[src/rtl/coherence_control.sv]
// Two-CPU snooping coherence controller: arbitrates instruction fetches,
// data writebacks and coherent data reads onto a single RAM port, snooping
// the other CPU on every data read.
// Optional feature macro: COHERENCE_C2C_EN. When it is defined, Modified
// data returned by a snooped CPU is forwarded straight to the requester.
// When it is undefined, that data is written back and then re-read from RAM.

package coherence_pkg;
  typedef enum logic [1:0] {
    FREE   = 2'd0,
    BUSY   = 2'd1,
    ACCESS = 2'd2,
    ERROR  = 2'd3
  } ramstate_t;
endpackage

module coherence_control
  import coherence_pkg::*;
#(
  parameter int CPUS   = 2,
  parameter int WORD_W = 32
) (
  input  logic                         CLK,
  input  logic                         nRST,
  input  logic [CPUS-1:0]              iREN,
  input  logic [CPUS-1:0]              dREN,
  input  logic [CPUS-1:0]              dWEN,
  input  logic [CPUS-1:0][WORD_W-1:0]  iaddr,
  input  logic [CPUS-1:0][WORD_W-1:0]  daddr,
  input  logic [CPUS-1:0][WORD_W-1:0]  dstore,
  input  logic [CPUS-1:0]              ccwrite,
  input  logic [CPUS-1:0]              cctrans,
  output logic [CPUS-1:0]              iwait,
  output logic [CPUS-1:0]              dwait,
  output logic [CPUS-1:0][WORD_W-1:0]  iload,
  output logic [CPUS-1:0][WORD_W-1:0]  dload,
  output logic [CPUS-1:0]              ccwait,
  output logic [CPUS-1:0]              ccinv,
  output logic [CPUS-1:0][WORD_W-1:0]  ccsnoopaddr,
  output logic                         ramREN,
  output logic                         ramWEN,
  output logic [WORD_W-1:0]            ramaddr,
  output logic [WORD_W-1:0]            ramstore,
  input  logic [WORD_W-1:0]            ramload,
  input  ramstate_t                    ramstate
);

  typedef enum logic [2:0] {
    IDLE   = 3'd0,
    IFETCH = 3'd1,
    DWRITE = 3'd2,
    SNOOP  = 3'd3,
    C2C    = 3'd4,
    DLOAD  = 3'd5
  } state_t;

  state_t r_state;
  logic   r_req;   // CPU currently being served
  logic   r_rr;    // CPU favoured when both request the same class

  state_t w_state_nx;
  logic   w_req_nx;
  logic   w_rr_nx;
  logic   w_oth;
  logic   w_access;

  assign w_oth    = ~r_req;
  assign w_access = (ramstate == ACCESS);

  // Single winner from a two-bit request vector; ties go to the pointer.
  function automatic logic pick(input logic [1:0] req, input logic rr);
    if (req == 2'b11) pick = rr;
    else              pick = req[1];
  endfunction

  // State, served CPU and round-robin pointer; reset abandons any transaction.
  always_ff @(posedge CLK or negedge nRST) begin
    if (!nRST) begin
      r_state <= IDLE;
      r_req   <= 1'b0;
      r_rr    <= 1'b0;
    end else begin
      r_state <= w_state_nx;
      r_req   <= w_req_nx;
      r_rr    <= w_rr_nx;
    end
  end

  // Next-state selection and output decode from the current state.
  always_comb begin
    w_state_nx  = r_state;
    w_req_nx    = r_req;
    w_rr_nx     = r_rr;
    iwait       = '1;
    dwait       = '1;
    iload       = '0;
    dload       = '0;
    ccwait      = '0;
    ccinv       = '0;
    ccsnoopaddr = '0;
    ramREN      = 1'b0;
    ramWEN      = 1'b0;
    ramaddr     = '0;
    ramstore    = '0;
    case (r_state)
      IDLE: begin
        if (|dWEN) begin
          w_req_nx   = pick(dWEN, r_rr);
          w_state_nx = DWRITE;
        end else if (|dREN) begin
          w_req_nx   = pick(dREN, r_rr);
          w_state_nx = SNOOP;
        end else if (|iREN) begin
          w_req_nx   = pick(iREN, r_rr);
          w_state_nx = IFETCH;
        end
      end
      IFETCH: begin
        ramREN  = 1'b1;
        ramaddr = iaddr[r_req];
        if (!iREN[r_req]) begin
          w_state_nx = IDLE;
        end else if (w_access) begin
          iwait[r_req] = 1'b0;
          iload[r_req] = ramload;
          w_state_nx   = IDLE;
          w_rr_nx      = w_oth;
        end
      end
      DWRITE: begin
        ramWEN   = 1'b1;
        ramaddr  = daddr[r_req];
        ramstore = dstore[r_req];
        if (!dWEN[r_req]) begin
          w_state_nx = IDLE;
        end else if (w_access) begin
          dwait[r_req] = 1'b0;
          w_state_nx   = IDLE;
          w_rr_nx      = w_oth;
        end
      end
      SNOOP: begin
        ccwait[w_oth]      = 1'b1;
        ccinv[w_oth]       = ccwrite[r_req];
        ccsnoopaddr[w_oth] = daddr[r_req];
        if (!dREN[r_req])         w_state_nx = IDLE;
        else if (cctrans[w_oth])  w_state_nx = C2C;
        else                      w_state_nx = DLOAD;
      end
      C2C: begin
        // The snooped CPU stays stalled while its Modified line is written back.
        ccwait[w_oth] = 1'b1;
        ramWEN        = 1'b1;
        ramaddr       = daddr[r_req];
        ramstore      = dstore[w_oth];
        if (!dREN[r_req]) begin
          w_state_nx = IDLE;
        end else if (w_access) begin
`ifdef COHERENCE_C2C_EN
          dwait[r_req] = 1'b0;
          dload[r_req] = dstore[w_oth];
          w_state_nx   = IDLE;
          w_rr_nx      = w_oth;
`else
          w_state_nx   = DLOAD;
`endif
        end
      end
      DLOAD: begin
        ramREN  = 1'b1;
        ramaddr = daddr[r_req];
        if (!dREN[r_req]) begin
          w_state_nx = IDLE;
        end else if (w_access) begin
          dwait[r_req] = 1'b0;
          dload[r_req] = ramload;
          w_state_nx   = IDLE;
          w_rr_nx      = w_oth;
        end
      end
      default: w_state_nx = IDLE;
    endcase
  end

endmodule

[config.mk]
export PLATFORM = sky130hd
export DESIGN_NAME = coherence_control
export DESIGN_NICKNAME = d
export VERILOG_FILES = /design/src/rtl/coherence_control.sv
export SDC_FILE = /design/constraint.sdc
export NUM_CORES = 1
export LEC_CHECK = 0
export CORE_AREA = 8 8 190 192
export CTS_BUF_LIST = sky130_fd_sc_hd__clkbuf_4
export CTS_CLUSTER_SIZE = 24
export DETAILED_ROUTE_END_ITERATION = 12
export DIE_AREA = 0 0 198 200
export PLACE_DENSITY = 0.51
export SLEW_MARGIN = 25
export SYNTH_ARGS = -nofsm -noshare
export SYNTH_HDL_FRONTEND = slang
export SYNTH_SLANG_ARGS = --single-unit
export TNS_END_PERCENT = 30
[constraint.sdc]
create_clock -name CLK -period 2 [get_ports CLK]
set_clock_uncertainty 0.2 [all_clocks]
set_input_delay 0.5 -clock CLK [delete_from_list [all_inputs] [get_ports CLK]]
set_output_delay 0.5 -clock CLK [all_outputs]
set_load 0.02 [all_outputs]
* Word-level counts from Yosys, hierarchy flattened
Cells that the tools add are included.
** Word-level totals
- Flip-flop bits (word level) :: 5
- Output and inout port bits :: 266
- Word-level logic and storage cells :: 108
** Operators by class
- Reductions and logical operators :: 15
- Order comparisons :: 4
- Equality and inequality tests :: 14
- Bitwise logic cells :: 5
- Mux-type cells :: 67
** Operators by type and width (count)
- 64-bit two-way mux :: 6
- 32-bit two-way mux :: 10
- 64-bit bitwise AND :: 2
- 32-bit one-hot mux with 2 select lines :: 2
- 32-bit demux with 1-bit select :: 2
- 3-bit two-way mux :: 10
- 1-bit two-way mux :: 25
- 3-bit one-hot mux with 6 select lines :: 1
- 2-bit two-way mux :: 7
- 2-bit OR reduction :: 6
- 2-bit equality test (second input constant) :: 4
- 3-bit by 2-bit equality test with 1-bit output (second input constant) :: 2
- 3-bit equality test (second input constant) :: 2
- 2-bit != test (second input constant) :: 3
- 3-bit nonzero test :: 2
- 1-bit by 2-bit < comparator with 1-bit output (second input constant) :: 2
- 4-bit != test (second input constant) :: 1
- 2-bit one-hot mux with 2 select lines :: 1
- 2-bit AND reduction :: 2
- 4-bit AND reduction :: 1
- 3-bit by 1-bit equality test with 1-bit output (second input constant) :: 1
- 3-bit zero test :: 1
- 3-bit != test (second input constant) :: 1
- 1-bit one-hot mux with 3 select lines :: 1
- other kinds (7) :: 10

* Longest topological paths before layout
Gate-level depths: netlist of run 1.
- Word-level depth :: 8
- Gate-level depth with buffers :: 7

* Least setup slack after synthesis of run 1
Ideal clock, no wire load.
- Kind :: reg2out
- Start :: register r_state[1]
- End :: output port ramaddr[0]
- Data arrival time :: 1.663 ns
- Cell stages (with the launch flop) :: 6
- Slack :: -0.363 ns
- Required time :: 1.300 ns
- Buffers on the path :: 2
- Path through :: dfrtp_1 -> buf_2 -> nor2b_1 -> nand2b_1 -> buf_1 -> o22ai_1
** Between the ends
- Longest elaborated chain between the ends :: 3
- Elaborated cells on any way between the ends :: 6
** Ends and longest elaborated chain
- from (decl) :: RTL line 57 : state_t r_state;
- from (signal assigned) :: RTL line 83 : r_state <= w_state_nx;
- 3-bit equality test / 3-bit by 2-bit equality test with 1-bit output (equally long branches) :: RTL line 105 : case (r_state)
- 3-bit OR reduction (no source line)
- 32-bit one-hot mux with 2 select lines * :: RTL line 105
- to (decl) :: RTL line 42 : output logic [WORD_W-1:0] ramaddr,
Every way passes the cells marked *; elsewhere a longest branch is shown, timed or not.

* Worst setup path after layout of run 1
- Start :: register r_state[0]
- End :: output port ramaddr[17]
The elaborated chain is that of the path after synthesis.

==> impl_metrics.py, run 1 <==
metrics = {
    "global_route": {
        "grt_max_degree": 42,
        "grt_pass1_wl_mm": 45.15,
        "grt_overflow_total": 0,
        "antenna_found_initial": 4,
        "grt_usage_pct": 14.99,
        "grt_pass1_vias": 6802,
    },
    "cts": {
        "path_clk_slew_ps": 50,
        "clkSinkCount": 5,
        "cts_tree": "built",
        "cts_root_buf": "clkbuf_4",
        "cts_htree_levels": 1,
        "clk_latency_ps": 250,
        "clk_path_buf_depth": 2,
        "cts_buffers": 3,
    },
    "layout": {
        "final_cell_mix": "232 x clkdlybuf4s50_1, 208 x buf_4, 147 x buf_6",
        "area.growth.synth_to_final_pct": 253.4,
        "layout-drive-gt1-share_pct": 70.87,
        "nets": 1372,
        "utilization_pct": 37.61,
        "final_common_cell": "clkdlybuf4s50_1",
    },
    "die": {
        "start_util_pct": 10.64,
        "fp.dieW_um": 198,
        "die_area_mm2": 0.03960,
        "die_y_um": 200,
        "num_rows": 67,
        "ios": 504,
        "core_area_mm2": 0.03311,
    },
    "pwr": {
        "ir_drop_uv": 740.4,
        "clock_power_share_pct": 1.0,
        "finalPower_mw": 13.58,
        "p_seq_share_pct": 1.7,
        "power_frac_comb_pct": 97.3,
        "power.density_mw_per_mm2": 1090,
        "intPower_mw": 7.211,
        "leakagePower_nw": 5.385,
        "power.net_switching_mw": 6.370,
        "switching_share_pct": 46.91,
    },
    "detailed_routing": {
        "drt_iter0_drc": 145,
        "via_per_inst": 4.081,
        "wl_per_cell_um": 21.55,
        "dr.pass1.iters": 4,
        "route.vias.total": 6465,
        "drc": 0,
        "wl_mm": 34.14,
        "ant_nets": 0,
    },
    "placed_design": {
        "post-place-ws_ps": -1156,
        "port_buffers": 503,
        "hpwl_mm": 26.41,
        "gp_congestion": 0.8090,
    },
    "worst_setup_path": {
        "critPathKind": "reg2out",
        "start_kind": "flop",
        "worst_ep_arrival_time_ps": 1940,
        "crit_required_ps": 1300,
        "cp_slowest_cell": "dfrtp_1",
        "cp_max_fo": 5,
        "cp-end-kind": "primary output",
        "slowest_delay_ps": 420,
        "worstPathCellList": "buf_12, nor3b_4, buf_4, nor2_4, buf_12, buf_4, buf_12, o22ai_4, buf_6",
        "cp_common_cell": "buf_12",
    },
    "logic_synthesis": {
        "ys.flop_type": "dfrtp_1",
        "async_flop_share_pct": 100.0,
        "netlist.area_leader.share_pct": 34.79,
        "synth-seq-area-share_pct": 3.550,
        "synth.distinct_cells": 39,
        "synth_simple_gate_area_share_pct": 44.12,
        "synthMuxAreaShare_pct": 19.52,
        "ys_warn_count": 0,
        "synthAdderAreaFrac_pct": 0,
        "synth_top_family_by_area": "simple AND/OR/NAND/NOR gates",
        "synth_seq_cells": 5,
        "netlist_instances": 514,
        "syn_area_mm2": 0.003525,
        "synth_compound_area_share_pct": 25.63,
        "synth_edf_count": 0,
        "syn-num-nets": 752,
        "synth_xor_area_share_pct": 0,
        "syn_avg_cell_area_um2": 6.857,
        "synth_largest_area_cell": "and2_1",
        "synthTopCellsByArea": "and2_1 35%, mux2i_1 18%, a221oi_1 16%",
    },
    "timing": {
        "report.final.slew_viol_count": 0,
        "finalHoldViolCount": 0,
        "setup_slack_ps": -636.7,
        "setup_viol": 269,
        "fin_crit_ps": 2637,
        "relSlewSlack_pct": 75.17,
        "fin_crit_sh_pct": 131.8,
        "fmax_ghz": 0.3793,
        "rsz0062_at_grt": "true",
        "worst_slew_pin_slew_ps": 363.1,
    },
    "run_status": {
        "failed_checks": "negative setup slack",
        "outcome": "complete, but fails checks",
    },
    "min_path": {
        "min-delay-path-class": "in2async",
    },
    "run": {
        "drv_cap": 0,
    },
}
per-stage QoR:
stage	hold WS [ps]	cell area (um2)	instances	TNS, ps
after floorplan	4.409	4717	514	-16500
after CTS	277.3	10910	1540	-160230
after global placement	358.6	10930	1509	-230040
after global routing	304.8	12450	1584	-151820
final	278.3	12450	1584	-131620
after detailed placement	369.5	10930	1509	-231040
critical path, delay by kind of cell, from the launching register on:
family,cells,cell delay [ps]
AOI/OAI and AO/OA,1,160
buffers and inverters,6,850
and+or+nand+nor,2,250
DFF,1,420
final cells by class:
cell class | instances | area [um2]
inverter | 3 | 11.26
sequential | 5 | 131.4
timing repair buffer | 670 | 6972
clock buffer | 4 | 30.03
tap | 448 | 560.5
multi-input combinational | 451 | 4742
antenna | 3 | 7.507
fill | 3367 | 20660
power by group through the flow:
stage | Sequential (mW) | Clock (mW) | Combinational, mW
6_report | 0.232 | 0.138 | 13.2
5_1_grt | 0.242 | 0.146 | 13.9
4_1_cts | 0.223 | 0.143 | 10.6
3_5_place_dp | 0.219 | 0 | 10.6
3_3_place_gp | 0.219 | 0 | 10.6
2_1_floorplan | 0.175 | 0 | 5.80
cell families (layout without fill, tap and decap cells):
kind of cell           Yosys count  in the layout
AO/OA/AOI/OAI                  116            116
other                            0              3
multiplexers                    68             68
AND/OR/NAND/NOR                266            267
flip-flops                       5              5
buffers and inverters           59            677
state kept, by name, summed over array words and instances, names as in the netlist:
signal	flops
r_rr	1
r_req	1
r_state	3
routing by layer:
layer / GRT usage [%] / vias to the layer above / part of all wire, %
li1: - / 3134 / -
met1: 17.27 / 3055 / 39
met5: 0 / - / 0.038
met2: 26.76 / 250 / 52
met4: 3.540 / 2 / 1.6
met3: 4.694 / 24 / 7.5
what timing repair did:
action,CTS,global route
hold endpoints to repair,0,0
hold buffers,0,0
gates cloned,8,14
resized for setup,871,722
pin swaps,25,64
endpoints found under the setup margin,269,270
setup buffers,20,29
Yosys cell counts (3+ instances only):
library cell / n
buf_2: 19
nand2b_1: 3
nor2b_1: 3
a21oi_1: 4
clkbuf_1: 34
dfrtp_1: 5
nand2_1: 10
and2_1: 196
o31ai_1: 3
mux2i_1: 65
nor2_1: 42
a221oi_1: 65
o22ai_1: 32
final timing paths:
kind | cells after the start | slack, ps | endpoint | from
worst max-delay path | 9 | -640 | ramaddr[17] | r_state[0]
worst min-delay path | 1 | 280 | r_state[0] | nRST
worst max register to register | 8 | -410 | r_state[1] | r_req
worst min register to register | 2 | 390 | r_rr | r_rr
max in group asynchronous | 1 | 1100 | r_req | nRST
min in group CLK | 2 | 390 | r_rr | r_rr
(Power assumes the default switching activity.)
==> inputs of run 2 (changes only) <==
--- a/config.mk
+++ b/config.mk
@@ -10,6 +10,7 @@
 export CTS_CLUSTER_SIZE = 24
 export DETAILED_ROUTE_END_ITERATION = 12
 export DIE_AREA = 0 0 198 200
+export MAX_ROUTING_LAYER = met4
 export PLACE_DENSITY = 0.51
 export SLEW_MARGIN = 25
 export SYNTH_ARGS = -nofsm -noshare
==> run 2 against run 1 <==
Global-route usage rose by 0.44 points. Non-clock buffer count rose by 6. Combinational power about the same. Sequential power hardly changed. Setup slack lost 5.8 ps. Clock power about the same. Count of clock-buffer cells in the layout unchanged. Maximum frequency shrank 0.22%. Total power rose by 0.91%. Critical path depth unchanged. Critical endpoint unchanged. Hold slack about the same. The run still ends with negative setup slack left. Flip-flop and latch count did not move.
==> impl_metrics.py, run 2 (same netlist as run 1, synthesis figures left out) <==
metrics = {
    "worst_setup_path": {
        "r2r-start": "r_req",
        "cp_slowest_cell": "dfrtp_1",
        "critPathKind": "reg2out",
        "slowest_delay_ps": 420,
        "worst_ep_arrival_time_ps": 1940,
        "cp_common_cell": "buf_12",
        "cp-end-kind": "primary output",
        "crit_required_ps": 1300,
        "r2r-end": "r_state[1]",
        "r2r_setup_slack_ps": -390,
        "cp_max_fo": 5,
        "reg2reg_depth": 8,
        "start_kind": "flop",
        "worstPathCellList": "buf_12, nor3b_4, buf_4, nor2_4, buf_12, buf_4, buf_12, o22ai_4, buf_6",
    },
    "layout": {
        "layout-drive-gt1-share_pct": 70.24,
        "seqCellArea_um2": 131.4,
        "area.growth.synth_to_final_pct": 257.4,
        "fillers": 3336,
        "largest_reg_flops": 3,
        "final_cell_mix": "232 x clkdlybuf4s50_1, 198 x buf_4, 148 x buf_6",
        "multiInputGateArea_mm2": 0.004788,
        "nets": 1378,
        "final_common_cell": "clkdlybuf4s50_1",
        "largest_register": "r_state",
        "layoutNonFillerInstCount": 1591,
        "reg_top3": "r_state: 3 flops, r_req: 1 flops, r_rr: 1 flops",
    },
    "cts": {
        "clkSinkCount": 5,
        "ctsHoldBuffers": 0,
        "cts_buffers": 3,
        "cts_root_buf": "clkbuf_4",
        "cts_htree_levels": 1,
        "clk_latency_ps": 250,
        "path_clk_slew_ps": 50,
        "cts_tree": "built",
        "clk_path_buf_depth": 2,
    },
    "global_route": {
        "antenna_found_initial": 4,
        "grt_max_degree": 42,
        "grt_usage_pct": 15.43,
        "grt_overflow_total": 0,
        "grt_pass1_vias": 6860,
        "grt_pass1_wl_mm": 44.99,
    },
    "placed_design": {
        "hpwl_mm": 26.41,
        "dp_cells": 1509,
        "port_buffers": 503,
        "gp_congestion": 0.8209,
        "post-place-ws_ps": -1156,
    },
    "detailed_routing": {
        "ant_nets": 0,
        "wl_per_cell_um": 21.44,
        "drt_iter0_drc": 151,
        "dr.pass1.iters": 4,
        "drc": 0,
        "via_per_inst": 4.088,
        "route.vias.total": 6504,
        "wl_mm": 34.12,
    },
    "die": {
        "die_area_mm2": 0.03960,
        "die_y_um": 200,
        "num_rows": 67,
        "start_util_pct": 10.64,
        "core_area_mm2": 0.03311,
        "fp.dieW_um": 198,
        "ios": 504,
    },
    "run_status": {
        "failed_checks": "negative setup slack",
        "outcome": "complete, but fails checks",
    },
    "run": {
        "drv_cap": 0,
    },
    "timing": {
        "worst_slew_pin_slew_ps": 362.0,
        "report.final.slew_viol_count": 0,
        "setup_viol": 269,
        "setup_slack_ps": -642.6,
        "tns_ps": -139420,
        "relSlewSlack_pct": 75.24,
        "fmax_ghz": 0.3784,
        "fin_crit_ps": 2643,
        "rsz0062_at_grt": "true",
        "finalHoldViolCount": 0,
        "fin_crit_sh_pct": 132.1,
    },
    "pwr": {
        "intPower_mw": 7.274,
        "p_seq_share_pct": 1.7,
        "clock_power_share_pct": 1.0,
        "switching_share_pct": 46.92,
        "ir_drop_uv": 746.7,
        "power.net_switching_mw": 6.429,
        "leakagePower_nw": 5.457,
        "power_frac_comb_pct": 97.3,
        "power.density_mw_per_mm2": 1088,
    },
    "min_path": {
        "min-delay-path-class": "in2async",
    },
}
==> run 2: cell count changes in the layout (fill, tap and decap cells not counted), sizes merged <==
cell / previous run / this run
dlygate4sd2: 4 / 14
buf: 414 / 409
bufbuf: 1 / 2
diode: 3 / 4
==> run 2: layer usage <==
layer	share of wire, %	GRT usage [%]	up-vias
met5	0	-	-
met4	2.2	3.540	0
met3	7.1	3.722	28
met2	52	26.88	261
met1	39	17.74	3063
li1	-	-	3152
==> run 2: power groups by stage <==
stage | clock [mW] | combinational (mW) | sequential (mW)
global placement | 0 | 10.6 | 0.219
CTS | 0.143 | 10.6 | 0.223
detailed placement | 0 | 10.6 | 0.219
finish | 0.138 | 13.3 | 0.233
floorplan | 0 | 5.80 | 0.175
global route | 0.146 | 14.0 | 0.243
==> run 2: stage by stage <==
stage	util, %	power, mW	area (um2)	hold WS [ps]
final	38.05	13.70	12600	278.2
after global routing	38.05	14.43	12600	304.8
after CTS	32.94	10.93	10910	277.3
after detailed placement	33.02	10.82	10930	369.5
after global placement	33.02	10.81	10930	358.6
after floorplan	-	5.974	4717	4.409
==> run 2: final cells by class <==
| cell class | count | share of cell area [%] |
|---|---|---|
| inverter | 3 | 0.08938 |
| sequential | 5 | 1.043 |
| antenna | 4 | 0.07945 |
| timing repair buffer | 676 | 56.09 |
| multi-input combinational | 451 | 38.01 |
| tap | 448 | 4.449 |
| clock buffer | 4 | 0.2384 |
==> run 2: what timing repair did <==
| action | 4_1_cts | 5_1_grt |
|---|---|---|
| pin swaps | 25 | 56 |
| gates resized for setup | 871 | 688 |
| endpoints found under the setup margin | 269 | 270 |
| cloned | 8 | 14 |
| buffers inserted | 20 | 35 |
==> run 2: worst max-delay path, delay by kind of cell (launching register included) <==
kind / cells / cell delay (ps)
DFF: 1 / 420
and+or+nand+nor: 2 / 250
AOI/OAI and AO/OA: 1 / 160
buffers and inverters: 6 / 850
==> run 2: worst max path at each step <==
stage                           start     endpoint  slack [ps]  depth (start not counted)
after CTS                  r_state[0]  ramaddr[26]        -710                          6
after detailed placement  ramstate[1]    dload[25]       -1160                          7
after global placement    ramstate[1]    dload[29]       -1150                          7
after floorplan                 r_req  ramaddr[30]        -100                          5
after global routing       r_state[0]  ramaddr[30]        -710                          9
final                      r_state[0]  ramaddr[17]        -640                          9
==> inputs of run 3 (changes only) <==
--- a/config.mk
+++ b/config.mk
@@ -5,11 +5,12 @@
 export SDC_FILE = /design/constraint.sdc
 export NUM_CORES = 1
 export LEC_CHECK = 0
-export CORE_AREA = 8 8 190 192
+export ABC_AREA = 1
+export CORE_AREA = 8 8 191 193
 export CTS_BUF_LIST = sky130_fd_sc_hd__clkbuf_4
 export CTS_CLUSTER_SIZE = 24
 export DETAILED_ROUTE_END_ITERATION = 12
-export DIE_AREA = 0 0 198 200
+export DIE_AREA = 0 0 199 201
 export MAX_ROUTING_LAYER = met4
 export PLACE_DENSITY = 0.51
 export SLEW_MARGIN = 25
==> run 3 against run 2 <==
Synthesized area rose by 6.0%. Critical endpoint is now dload[12]. The run still ends with negative setup slack left. Via count rose by 23%. Total power fell by 17%. Largest cell class unchanged. Count of clock-buffer cells in the layout unchanged.
==> impl_metrics.py, run 3 <==
metrics = {
    "logic_synthesis": {
        "synth_top_family_by_area": "simple AND/OR/NAND/NOR gates",
        "syn-num-nets": 1033,
        "netlist_instances": 795,
        "ys_warn_count": 0,
        "synth-seq-area-share_pct": 3.350,
        "synth_seq_cells": 5,
        "synth_largest_area_cell": "nor2_1",
        "synthTopCellsByArea": "nor2_1 31%, nand2_1 11%, nor3_1 8.6%",
        "synth.distinct_cells": 23,
        "synthTopCellsByCount": "309 x nor2_1, 110 x nand2_1, 78 x inv_1",
        "synth_compound_area_share_pct": 23.18,
        "syn_area_mm2": 0.003735,
        "synthMuxAreaShare_pct": 0,
        "synth_edf_count": 0,
        "async_flop_share_pct": 100.0,
        "synth_xor_area_share_pct": 0,
        "ys.flop_type": "dfrtp_1",
        "synth_simple_gate_area_share_pct": 55.01,
        "synthAdderAreaFrac_pct": 0,
        "synth_most_common_cell": "nor2_1",
        "syn_avg_cell_area_um2": 4.698,
        "netlist.area_leader.share_pct": 31.06,
    },
    "pwr": {
        "p_seq_share_pct": 2.0,
        "switching_share_pct": 54.28,
        "clock_power_share_pct": 1.2,
        "finalPower_mw": 11.41,
        "ir_drop_uv": 378.1,
        "power_frac_comb_pct": 96.8,
        "power.net_switching_mw": 6.192,
        "intPower_mw": 5.215,
        "power.density_mw_per_mm2": 892.1,
        "leakagePower_nw": 6.090,
    },
    "placed_design": {
        "port_buffers": 503,
        "dp_cells": 1819,
        "hpwl_mm": 28.68,
        "gp_congestion": 0.8235,
        "post-place-ws_ps": -1270,
    },
    "worst_setup_path": {
        "cp_max_fo": 8,
        "cp-end-kind": "primary output",
        "start_kind": "flop",
        "setup.worst_path.start": "r_req",
        "worst_ep_arrival_time_ps": 1850,
        "r2r-start": "r_req",
        "critPathKind": "reg2out",
        "crit_required_ps": 1300,
    },
    "cts": {
        "cts_root_buf": "clkbuf_4",
        "clk_latency_ps": 250,
        "clk_path_buf_depth": 2,
        "path_clk_slew_ps": 50,
        "clkSinkCount": 5,
        "cts_htree_levels": 1,
        "cts_buffers": 3,
        "cts_tree": "built",
    },
    "detailed_routing": {
        "drt_iter0_drc": 225,
        "drc": 0,
        "dr.pass1.iters": 6,
        "wl_mm": 37.82,
        "via_per_inst": 4.272,
        "route.vias.total": 8028,
        "wl_per_cell_um": 20.13,
        "ant_nets": 0,
    },
    "die": {
        "die_area_mm2": 0.04000,
        "core_area_mm2": 0.03328,
        "die_y_um": 201,
        "start_util_pct": 11.22,
        "num_rows": 67,
        "ios": 504,
        "fp.dieW_um": 199,
    },
    "global_route": {
        "grt_usage_pct": 17.24,
        "grt_max_degree": 36,
        "grt_pass1_vias": 8415,
        "met2_usage_pct": 32.77,
        "grt-busiest-layer": "met2",
        "antenna_found_initial": 2,
        "grt_overflow_total": 0,
        "grt_use_met3_pct": 3.990,
        "grt_pass1_wl_mm": 52.41,
        "use_met1_pct": 17.88,
    },
    "layout": {
        "reg_top3": "r_state: 3 flops, r_req: 1 flops, r_rr: 1 flops",
        "area.growth.synth_to_final_pct": 242.4,
        "nets": 1669,
        "largest_reg_flops": 3,
        "layout-drive-gt1-share_pct": 48.04,
        "final_common_cell": "nor2_1",
        "utilization_pct": 38.42,
        "fillers": 3454,
        "final_cell_mix": "265 x nor2_1, 231 x clkdlybuf4s50_1, 205 x buf_4",
        "layoutNonFillerInstCount": 1879,
        "largest_register": "r_state",
    },
    "min_path": {
        "min-delay-path-class": "in2async",
    },
    "timing": {
        "rsz0062_at_grt": "true",
        "worst_slew_pin_slew_ps": 390.7,
        "fin_crit_ps": 2552,
        "report.final.slew_viol_count": 0,
        "setup_slack_ps": -552.0,
        "fin_crit_sh_pct": 127.6,
        "fmax_ghz": 0.3918,
        "setup_viol": 265,
        "finalHoldViolCount": 0,
        "relSlewSlack_pct": 73.93,
    },
    "run": {
        "drv_cap": 0,
    },
    "run_status": {
        "outcome": "complete, but fails checks",
        "failed_checks": "negative setup slack",
    },
}
==> run 3: changes by cell type after synthesis, moves of 56 or more <==
cell,before,now
o21ai_0,2,58
nor2_1,42,309
mux2i_1,65,0
and2_1,196,0
inv_1,2,78
a221oi_1,65,0
nand2_1,10,110
nor3_1,1,64
==> run 3: final timing paths <==
check / to / slack (ps) / cells after the start
min reg2reg: r_rr / 320 / 2
max: dload[12] / -550 / 7
max reg2reg: r_state[1] / 170 / 9
max in group asynchronous: r_req / 1090 / 1
min: r_req / 280 / 1
min in group CLK: r_rr / 320 / 2
==> run 3: cell type report <==
class / count / area [um2] / share of cell area (%)
Timing Repair Buffer: 691 / 6845 / 53.53
Tap cell: 448 / 560.5 / 4.384
Multi-Input combinational cell: 646 / 4858 / 37.99
Clock buffer: 4 / 30.03 / 0.2348
Inverter: 84 / 359.1 / 2.808
Antenna cell: 1 / 2.502 / 0.01957
Sequential cell: 5 / 131.4 / 1.027
==> run 3: logic make-up (layout without fill, tap and decap cells) <==
logic type / after synthesis / after routing
DFF: 5 / 5
and+or+nand+nor: 506 / 513
other: 0 / 1
buffers and inverters: 151 / 779
AOI/OAI and AO/OA: 133 / 133
==> run 3: critical path, stage by stage, from the launching register on <==
cell,delay (ps)
dfrtp_4,540
buf_6,160
buf_6,110
nor2_4,170
nand2_8,130
buf_12,180
nor3_4,160
buf_6,140
==> run 3: repair_timing <==
| item | 4_1_cts | 5_1_grt |
|---|---|---|
| endpoints found under the setup margin | 265 | 266 |
| hold buffers | 0 | 0 |
| buffers inserted | 10 | 19 |
| gates cloned | 15 | 11 |
| pin swaps | 34 | 14 |
| resized for setup | 1121 | 401 |
==> run 3: per-stage QoR <==
step / hold WS, ps / TNS, ps / area [um2]
CTS: 290.1 / -130140 / 11760
global placement: 298.3 / -239820 / 11420
detailed placement: 320.2 / -241220 / 11420
floorplan: 4.409 / -18120 / 4984
finish: 281.6 / -118510 / 12790
global route: 299.8 / -136110 / 12790
==> run 3: per-layer routing <==
layer  wire, um  part of all wire [%]
met2      20160                    53
met4        777                   2.1
met1      13790                    36
met3       3086                   8.2
met5          0                     0
==> run 3: power by group through the flow <==
| stage | clock [mW] | sequential [mW] | combinational, mW |
|---|---|---|---|
| 5_1_grt | 0.139 | 0.240 | 11.7 |
| 3_5_place_dp | 0 | 0.209 | 9.19 |
| 4_1_cts | 0.136 | 0.227 | 9.76 |
| 2_1_floorplan | 0 | 0.171 | 4.72 |
| 3_3_place_gp | 0 | 0.209 | 9.15 |
| 6_report | 0.134 | 0.233 | 11.0 |
